**config.mk**
```make
export PLATFORM = sky130hd
export DESIGN_NAME = rv32_mod_lsu_ctrl
export DESIGN_NICKNAME = d
export VERILOG_FILES = /design/src/rtl/rv32_pkg_lsu.sv /design/src/rtl/rv32_mod_lsu_align.sv /design/src/rtl/rv32_mod_lsu_ctrl.sv
export SDC_FILE = /design/constraint.sdc
export NUM_CORES = 1
export LEC_CHECK = 0
export ABC_AREA = 1
export BUFFER_PORTS_ARGS = -buffer_cell sky130_fd_sc_hd__buf_2
export CAP_MARGIN = 15
export CELL_PAD_IN_SITES_DETAIL_PLACEMENT = 0
export CELL_PAD_IN_SITES_GLOBAL_PLACEMENT = 1
export CORE_MARGIN = 2
export CORE_UTILIZATION = 38
export CTS_CLUSTER_DIAMETER = 80
export DETAILED_ROUTE_END_ITERATION = 7
export PLACE_DENSITY_LB_ADDON = 0.3
export SYNTH_ARGS = -nofsm -noshare
export SYNTH_HDL_FRONTEND = slang
export SYNTH_SLANG_ARGS = --single-unit
```
**constraint.sdc**
```tcl
create_clock -name clk -period 9.5 [get_ports clk]
set_clock_uncertainty 0.1 [all_clocks]
set_input_delay 2.85 -clock clk [delete_from_list [all_inputs] [get_ports clk]]
set_output_delay 2.85 -clock clk [all_outputs]
set_load 0.03 [all_outputs]
```
**src/rtl/rv32_pkg_lsu.sv**
```systemverilog
`default_nettype none
// ============================================================================
//  Module   : rv32_pkg_lsu
//  Purpose  : Shared types and constants for the RV32 load/store controller
//             (funct3 width codes, FSM state encoding, fault causes).
//  Revision : 1.0  initial release
// ============================================================================
package rv32_pkg_lsu;

   // funct3 width/sign codes as produced by the decoder (ram_req[2:0])
   localparam logic [2:0] LSU_F_B  = 3'b000;
   localparam logic [2:0] LSU_F_H  = 3'b001;
   localparam logic [2:0] LSU_F_W  = 3'b010;
   localparam logic [2:0] LSU_F_BU = 3'b100;
   localparam logic [2:0] LSU_F_HU = 3'b101;

   typedef enum logic [1:0] {
      IDLE = 2'd0,
      BUS  = 2'd1,
      RESP = 2'd2
   } lsu_state_t;

   typedef logic [1:0] lsu_cause_t;

   localparam lsu_cause_t CAUSE_MISALIGN = 2'd0;
   localparam lsu_cause_t CAUSE_ILLEGAL  = 2'd1;
   localparam lsu_cause_t CAUSE_BUSERR   = 2'd2;
   localparam lsu_cause_t CAUSE_TIMEOUT  = 2'd3;

endpackage : rv32_pkg_lsu
`default_nettype wire

```
**src/rtl/rv32_mod_lsu_align.sv**
```systemverilog
`default_nettype none
// ============================================================================
//  Module   : rv32_mod_lsu_align
//  Purpose  : Combinational width decoder shared by the store and load paths:
//             byte enables, lane-replicated store data, extended load data,
//             plus misaligned / illegal-func flags.
//  Revision : 1.0  initial release
// ============================================================================
module rv32_mod_lsu_align
   import rv32_pkg_lsu::*;
(
   input  logic        wr_i,
   input  logic [2:0]  func_i,
   input  logic [1:0]  off_i,
   input  logic [31:0] wdata_i,
   input  logic [31:0] rdata_i,
   output logic [3:0]  be_o,
   output logic [31:0] wdata_o,
   output logic [31:0] rdata_o,
   output logic        misalign_o,
   output logic        illegal_o
);

   logic [7:0]  byte_sel;
   logic [15:0] half_sel;

   // Decode width code into lanes, replicated store data and extended load data
   always_comb begin
      be_o       = 4'b0000;
      wdata_o    = '0;
      rdata_o    = '0;
      misalign_o = 1'b0;
      illegal_o  = 1'b0;
      byte_sel   = 8'(rdata_i >> {off_i, 3'b000});
      half_sel   = 16'(rdata_i >> {off_i[1], 4'b0000});

      case (func_i)
         LSU_F_B: begin
            be_o    = 4'b0001 << off_i;
            wdata_o = {4{wdata_i[7:0]}};
            rdata_o = {{24{byte_sel[7]}}, byte_sel};
         end
         LSU_F_H: begin
            be_o       = 4'b0011 << off_i;
            misalign_o = off_i[0];
            wdata_o    = {2{wdata_i[15:0]}};
            rdata_o    = {{16{half_sel[15]}}, half_sel};
         end
         LSU_F_W: begin
            be_o       = 4'b1111;
            misalign_o = |off_i;
            wdata_o    = wdata_i;
            rdata_o    = rdata_i;
         end
         LSU_F_BU: begin
            // unsigned widths exist only for loads
            illegal_o = wr_i;
            be_o      = 4'b0001 << off_i;
            rdata_o   = {24'd0, byte_sel};
         end
         LSU_F_HU: begin
            illegal_o  = wr_i;
            misalign_o = off_i[0];
            be_o       = 4'b0011 << off_i;
            rdata_o    = {16'd0, half_sel};
         end
         default: begin
            illegal_o = 1'b1;
         end
      endcase
   end

endmodule : rv32_mod_lsu_align
`default_nettype wire

```
**src/rtl/rv32_mod_lsu_ctrl.sv**
```systemverilog
`default_nettype none
// ============================================================================
//  Module   : rv32_mod_lsu_ctrl
//  Purpose  : Load/store sequencer between execute stage and data bus. One
//             access per request: legality/alignment check, single req/ack
//             bus transaction, extended load data or fault cause response.
//  Options  : RV32_LSU_TIMEOUT_EN - abort unacknowledged bus requests after
//             TIMEOUT_CYCLES cycles with fault cause 3.
//  Revision : 1.0  initial release
// ============================================================================
module rv32_mod_lsu_ctrl
   import rv32_pkg_lsu::*;
#(
   parameter int unsigned TIMEOUT_CYCLES = 255
) (
   input  logic        clk,
   input  logic        rst,
   input  logic        req_valid,
   output logic        req_ready,
   input  logic        req_wr,
   input  logic [2:0]  req_func,
   input  logic [31:0] req_addr,
   input  logic [31:0] req_wdata,
   output logic        rsp_valid,
   output logic [31:0] rsp_rdata,
   output logic        rsp_fault,
   output logic [1:0]  rsp_cause,
   output logic        busy,
   output logic        mem_req,
   output logic        mem_wr,
   output logic [31:0] mem_addr,
   output logic [3:0]  mem_be,
   output logic [31:0] mem_wdata,
   input  logic        mem_ack,
   input  logic        mem_err,
   input  logic [31:0] mem_rdata
);

   lsu_state_t  state_q, state_d;
   logic        wr_q, wr_d;
   logic [2:0]  func_q, func_d;
   logic [1:0]  off_q, off_d;
   logic [31:0] addr_q, addr_d;
   logic [3:0]  be_q, be_d;
   logic [31:0] wdata_q, wdata_d;
   logic [31:0] rdata_q, rdata_d;
   logic        fault_q, fault_d;
   lsu_cause_t  cause_q, cause_d;

   logic        al_wr;
   logic [2:0]  al_func;
   logic [1:0]  al_off;
   logic [3:0]  al_be;
   logic [31:0] al_wdata;
   logic [31:0] al_rdata;
   logic        al_misalign;
   logic        al_illegal;
   logic        tmo_hit;

   // In IDLE the aligner decodes the incoming request; afterwards it decodes
   // the latched access so the same logic extracts load data from the bus.
   always_comb begin
      al_wr   = (state_q == IDLE) ? req_wr         : wr_q;
      al_func = (state_q == IDLE) ? req_func       : func_q;
      al_off  = (state_q == IDLE) ? req_addr[1:0]  : off_q;
   end

   rv32_mod_lsu_align u_align (
      .wr_i       (al_wr),
      .func_i     (al_func),
      .off_i      (al_off),
      .wdata_i    (req_wdata),
      .rdata_i    (mem_rdata),
      .be_o       (al_be),
      .wdata_o    (al_wdata),
      .rdata_o    (al_rdata),
      .misalign_o (al_misalign),
      .illegal_o  (al_illegal)
   );

`ifdef RV32_LSU_TIMEOUT_EN
   localparam int CNT_W = (TIMEOUT_CYCLES < 2) ? 1 : $clog2(TIMEOUT_CYCLES + 1);

   logic [CNT_W-1:0] cnt_q, cnt_d;

   // Count BUS cycles; the count restarts from zero on each entry to BUS
   always_comb begin
      cnt_d = (state_q == BUS) ? cnt_q + 1'b1 : '0;
   end

   // Timeout counter register
   always_ff @(posedge clk or posedge rst) begin
      if (rst) begin
         cnt_q <= '0;
      end else begin
         cnt_q <= cnt_d;
      end
   end

   // Last permitted BUS cycle without completion
   always_comb begin
      tmo_hit = (cnt_q == CNT_W'(TIMEOUT_CYCLES - 1));
   end
`else
   logic unused_tmo;

   // Without the timeout option the bus wait is unbounded
   always_comb begin
      tmo_hit    = 1'b0;
      unused_tmo = (TIMEOUT_CYCLES != 0);
   end
`endif

   // Next-state and latched access/response data
   always_comb begin
      state_d = state_q;
      wr_d    = wr_q;
      func_d  = func_q;
      off_d   = off_q;
      addr_d  = addr_q;
      be_d    = be_q;
      wdata_d = wdata_q;
      rdata_d = rdata_q;
      fault_d = fault_q;
      cause_d = cause_q;

      case (state_q)
         IDLE: begin
            if (req_valid) begin
               wr_d    = req_wr;
               func_d  = req_func;
               off_d   = req_addr[1:0];
               addr_d  = {req_addr[31:2], 2'b00};
               // lanes and data only drive the bus for writes
               be_d    = req_wr ? al_be    : 4'b0000;
               wdata_d = req_wr ? al_wdata : '0;
               rdata_d = '0;
               fault_d = 1'b0;
               cause_d = CAUSE_MISALIGN;
               if (al_illegal) begin
                  fault_d = 1'b1;
                  cause_d = CAUSE_ILLEGAL;
                  state_d = RESP;
               end else if (al_misalign) begin
                  fault_d = 1'b1;
                  cause_d = CAUSE_MISALIGN;
                  state_d = RESP;
               end else begin
                  state_d = BUS;
               end
            end
         end
         BUS: begin
            if (mem_err) begin
               fault_d = 1'b1;
               cause_d = CAUSE_BUSERR;
               rdata_d = '0;
               state_d = RESP;
            end else if (mem_ack) begin
               fault_d = 1'b0;
               rdata_d = wr_q ? '0 : al_rdata;
               state_d = RESP;
            end else if (tmo_hit) begin
               fault_d = 1'b1;
               cause_d = CAUSE_TIMEOUT;
               rdata_d = '0;
               state_d = RESP;
            end
         end
         RESP: begin
            state_d = IDLE;
         end
         default: begin
            state_d = IDLE;
         end
      endcase
   end

   // State and datapath registers
   always_ff @(posedge clk or posedge rst) begin
      if (rst) begin
         state_q <= IDLE;
         wr_q    <= 1'b0;
         func_q  <= '0;
         off_q   <= '0;
         addr_q  <= '0;
         be_q    <= '0;
         wdata_q <= '0;
         rdata_q <= '0;
         fault_q <= 1'b0;
         cause_q <= CAUSE_MISALIGN;
      end else begin
         state_q <= state_d;
         wr_q    <= wr_d;
         func_q  <= func_d;
         off_q   <= off_d;
         addr_q  <= addr_d;
         be_q    <= be_d;
         wdata_q <= wdata_d;
         rdata_q <= rdata_d;
         fault_q <= fault_d;
         cause_q <= cause_d;
      end
   end

   // Outputs decoded from the registered state; all zero outside their state
   always_comb begin
      req_ready = (state_q == IDLE);
      busy      = (state_q != IDLE);
      mem_req   = (state_q == BUS);
      mem_wr    = mem_req & wr_q;
      mem_addr  = mem_req ? addr_q  : '0;
      mem_be    = mem_req ? be_q    : 4'b0000;
      mem_wdata = mem_req ? wdata_q : '0;
      rsp_valid = (state_q == RESP);
      rsp_rdata = rsp_valid ? rdata_q : '0;
      rsp_fault = rsp_valid & fault_q;
      rsp_cause = rsp_valid ? cause_q : CAUSE_MISALIGN;
   end

endmodule : rv32_mod_lsu_ctrl
`default_nettype wire

```
==> results.json <==
{
  "yosys_warnings": 0,
  "clock.fmax_mhz": 187,
  "syn_to_final_growth_pct": 22.3,
  "synth-seq-cells": 109,
  "cts.hold.buffers_added": 0,
  "clkTransAtPathRegs_ns": 0.07,
  "grtUsageTotal_pct": 20.3,
  "place.gp.congestion": 0.838,
  "relSlewSlack_pct": 39.3,
  "cap_violations": 0,
  "syn_area_sq_um": 6260,
  "drtAntennaViolNets": 0,
  "tightest_slew_ns": 0.911,
  "rsz0062_at_grt": "no",
  "p_per_area_nw_per_um2": 264,
  "port_buffers": 210,
  "grt_max_degree": 103,
  "wl_mm": 17.7,
  "final_cell_mix": "nand2_1 (274), buf_2 (210), nor2_1 (153)",
  "ys_seq_area_share_pct": 43.6,
  "final_util_pct": 47.8,
  "cts-root-buf": "clkbuf_16",
  "synthTopCellsByArea": "dfrtp_1 (44%), nand2_1 (16%), nor2_1 (9.2%)",
  "nets": 1202,
  "worst-r2r-setup-slack_ns": 6.71,
  "nFillCells": 1755,
  "cts-htree-levels": 3,
  "end_kind": "output pin",
  "num_vias": 5918,
  "layout_commonest_cell": "nand2_1",
  "drt-vias-per-instance": 4.49,
  "drc": 0,
  "crit_type": "reg2out",
  "wl_per_cell_um": 13.5,
  "dieArea_sq_um": 17500,
  "die_w_um": 132,
  "yosysTopAreaCell": "dfrtp_1",
  "r2r_cells": 9,
  "path_max_fanout": 35,
  "hold_viol": 0,
  "drt_pass1_iterations": 5,
  "crit_required_ns": 6.55,
  "dp_hpwl_mm": 13.0,
  "r2r-end": "wdata_q[29]",
  "ir_worst_vdd_v": 0.000131,
  "drive_gt1_share_pct": 24.3,
  "initial_core_util_pct": 39.1,
  "drt_iter0_markers": 357,
  "r2r_start": "state_q[0]",
  "fin_crit_sh_pct": 56.4,
  "syn_avg_cell_area_sq_um": 6.84,
  "finalSetupViolations": 0,
  "syn_inst": 915,
  "ios": 213,
  "numCtsBuffers": 9,
  "antennaDiodeCount": 0,
  "min_to": "rdata_q[23]",
  "grt_overflow_total": 0,
  "core_sq_um": 16000,
  "power_leakage_nw": 4.25,
  "cts_resized": 0,
  "status": "finished, final reports clean",
  "hold_class": "reg2reg",
  "hp-start": "rdata_q[23]",
  "synth_top_area_share_pct": 43.6,
  "setup_tns_ns": 0,
  "finalCriticalPeriod_ns": 5.36,
  "die_y_um": 132,
  "insertion_delay_ns": 0.36,
  "cts.sinks": 109,
  "clockBufferDepth": 2,
  "antenna_found_initial": 0,
  "post_cts_buffers": 0,
  "grt_pass1_vias": 5519,
  "grt_pass1_wl_mm": 28.6,
  "cts_tree": "built",
  "maxSlewViolCount": 0,
  "whs_path_depth": 2,
  "crit_arrival_ns": 2.41,
  "yosysUniqueCellTypes": 31,
  "rows": 46,
  "start_kind": "flop"
}
-- critical path, cell delays in order, from the launching register on --
cell      delay [ns]
dfrtp_1         0.45
inv_2           0.11
nor2_1          0.17
clkinv_1        0.71
nor2_1          0.37
buf_2           0.25
-- cells in the mapped netlist, drive strengths merged --
cell type  number
inv           150
o22ai          13
nor3            1
clkinv          2
nand2         289
clkbuf         15
and2            7
conb            1
nand3          21
o21bai          1
dfrtp         109
a22oi           8
o21ai          98
a21oi           9
nor2          163
buf            28
-- metrics by stage --
step | hold slack [ns] | power [mW] | cells | instance area [sq um] | setup WS [ns]
after floorplan | 0.349 | 1.46 | 916 | 6260 | 3.68
after global placement | 0.363 | 1.66 | 1302 | 7370 | 4.50
after detailed placement | 0.368 | 1.67 | 1302 | 7370 | 4.48
after CTS | 0.384 | 2.05 | 1318 | 7650 | 4.08
after global routing | 0.401 | 2.21 | 1318 | 7650 | 3.84
final | 0.378 | 2.02 | 1318 | 7650 | 4.14
-- worst max-delay path by stage --
stage | depth (start not counted) | slack [ns] | endpoint | from
finish | 5 | 4.14 | rsp_rdata[29] | state_q[1]
global route | 5 | 3.84 | rsp_rdata[29] | state_q[1]
CTS | 5 | 4.08 | rsp_rdata[29] | state_q[1]
detailed placement | 5 | 4.48 | rsp_rdata[29] | state_q[1]
global placement | 5 | 4.50 | rsp_rdata[29] | state_q[1]
floorplan | 1 | 3.68 | addr_q[10] | rst
-- cells by family (layout without fill, tap and decap cells) --
| family | count (synthesis) | after routing | share of synthesized area (%) |
|---|---|---|---|
| compound gates | 129 | 129 | 11.5 |
| other cells | 1 | 2 | 0.0599 |
| flops | 109 | 109 | 43.6 |
| simple gates | 481 | 481 | 31.8 |
| buf+inv | 195 | 381 | 13.0 |
-- per-layer routing --
| metal | vias to the layer above | GRT usage (%) | share of wire, % |
|---|---|---|---|
| met1 | 2601 | 30.3 | 49 |
| met2 | 201 | 30.0 | 43 |
| li1 | 3100 | - | - |
| met4 | 0 | 6.15 | 1.3 |
| met5 | - | 0 | 0 |
| met3 | 16 | 3.58 | 6.1 |
-- power breakdown --
part | leakage, nW | internal (mW) | switching [mW]
Combinational | 2.67 | 0.282 | 0.712
Sequential | 1.45 | 0.608 | 0.0516
Clock | 0.133 | 0.188 | 0.181
-- final cells by class --
class	count	area (sq um)	share of cell area, %
multi-input cells	612	2730	35.6
well taps	216	270	3.53
clock buffers	11	243	3.17
inverters	152	573	7.49
clock inverters	5	41.3	0.539
flip-flops and latches	109	2730	35.6
repair buffers	213	1070	14.0
-- sequential cells by signal, indices dropped and copies added (netlist names) --
signal	flops
rdata_q	32
state_q	2
addr_q	30
wr_q	1
cause_q	2
be_q	4
func_q	3
fault_q	1
wdata_q	32
off_q	2
No activity file was read; power rests on OpenSTA's default activity.
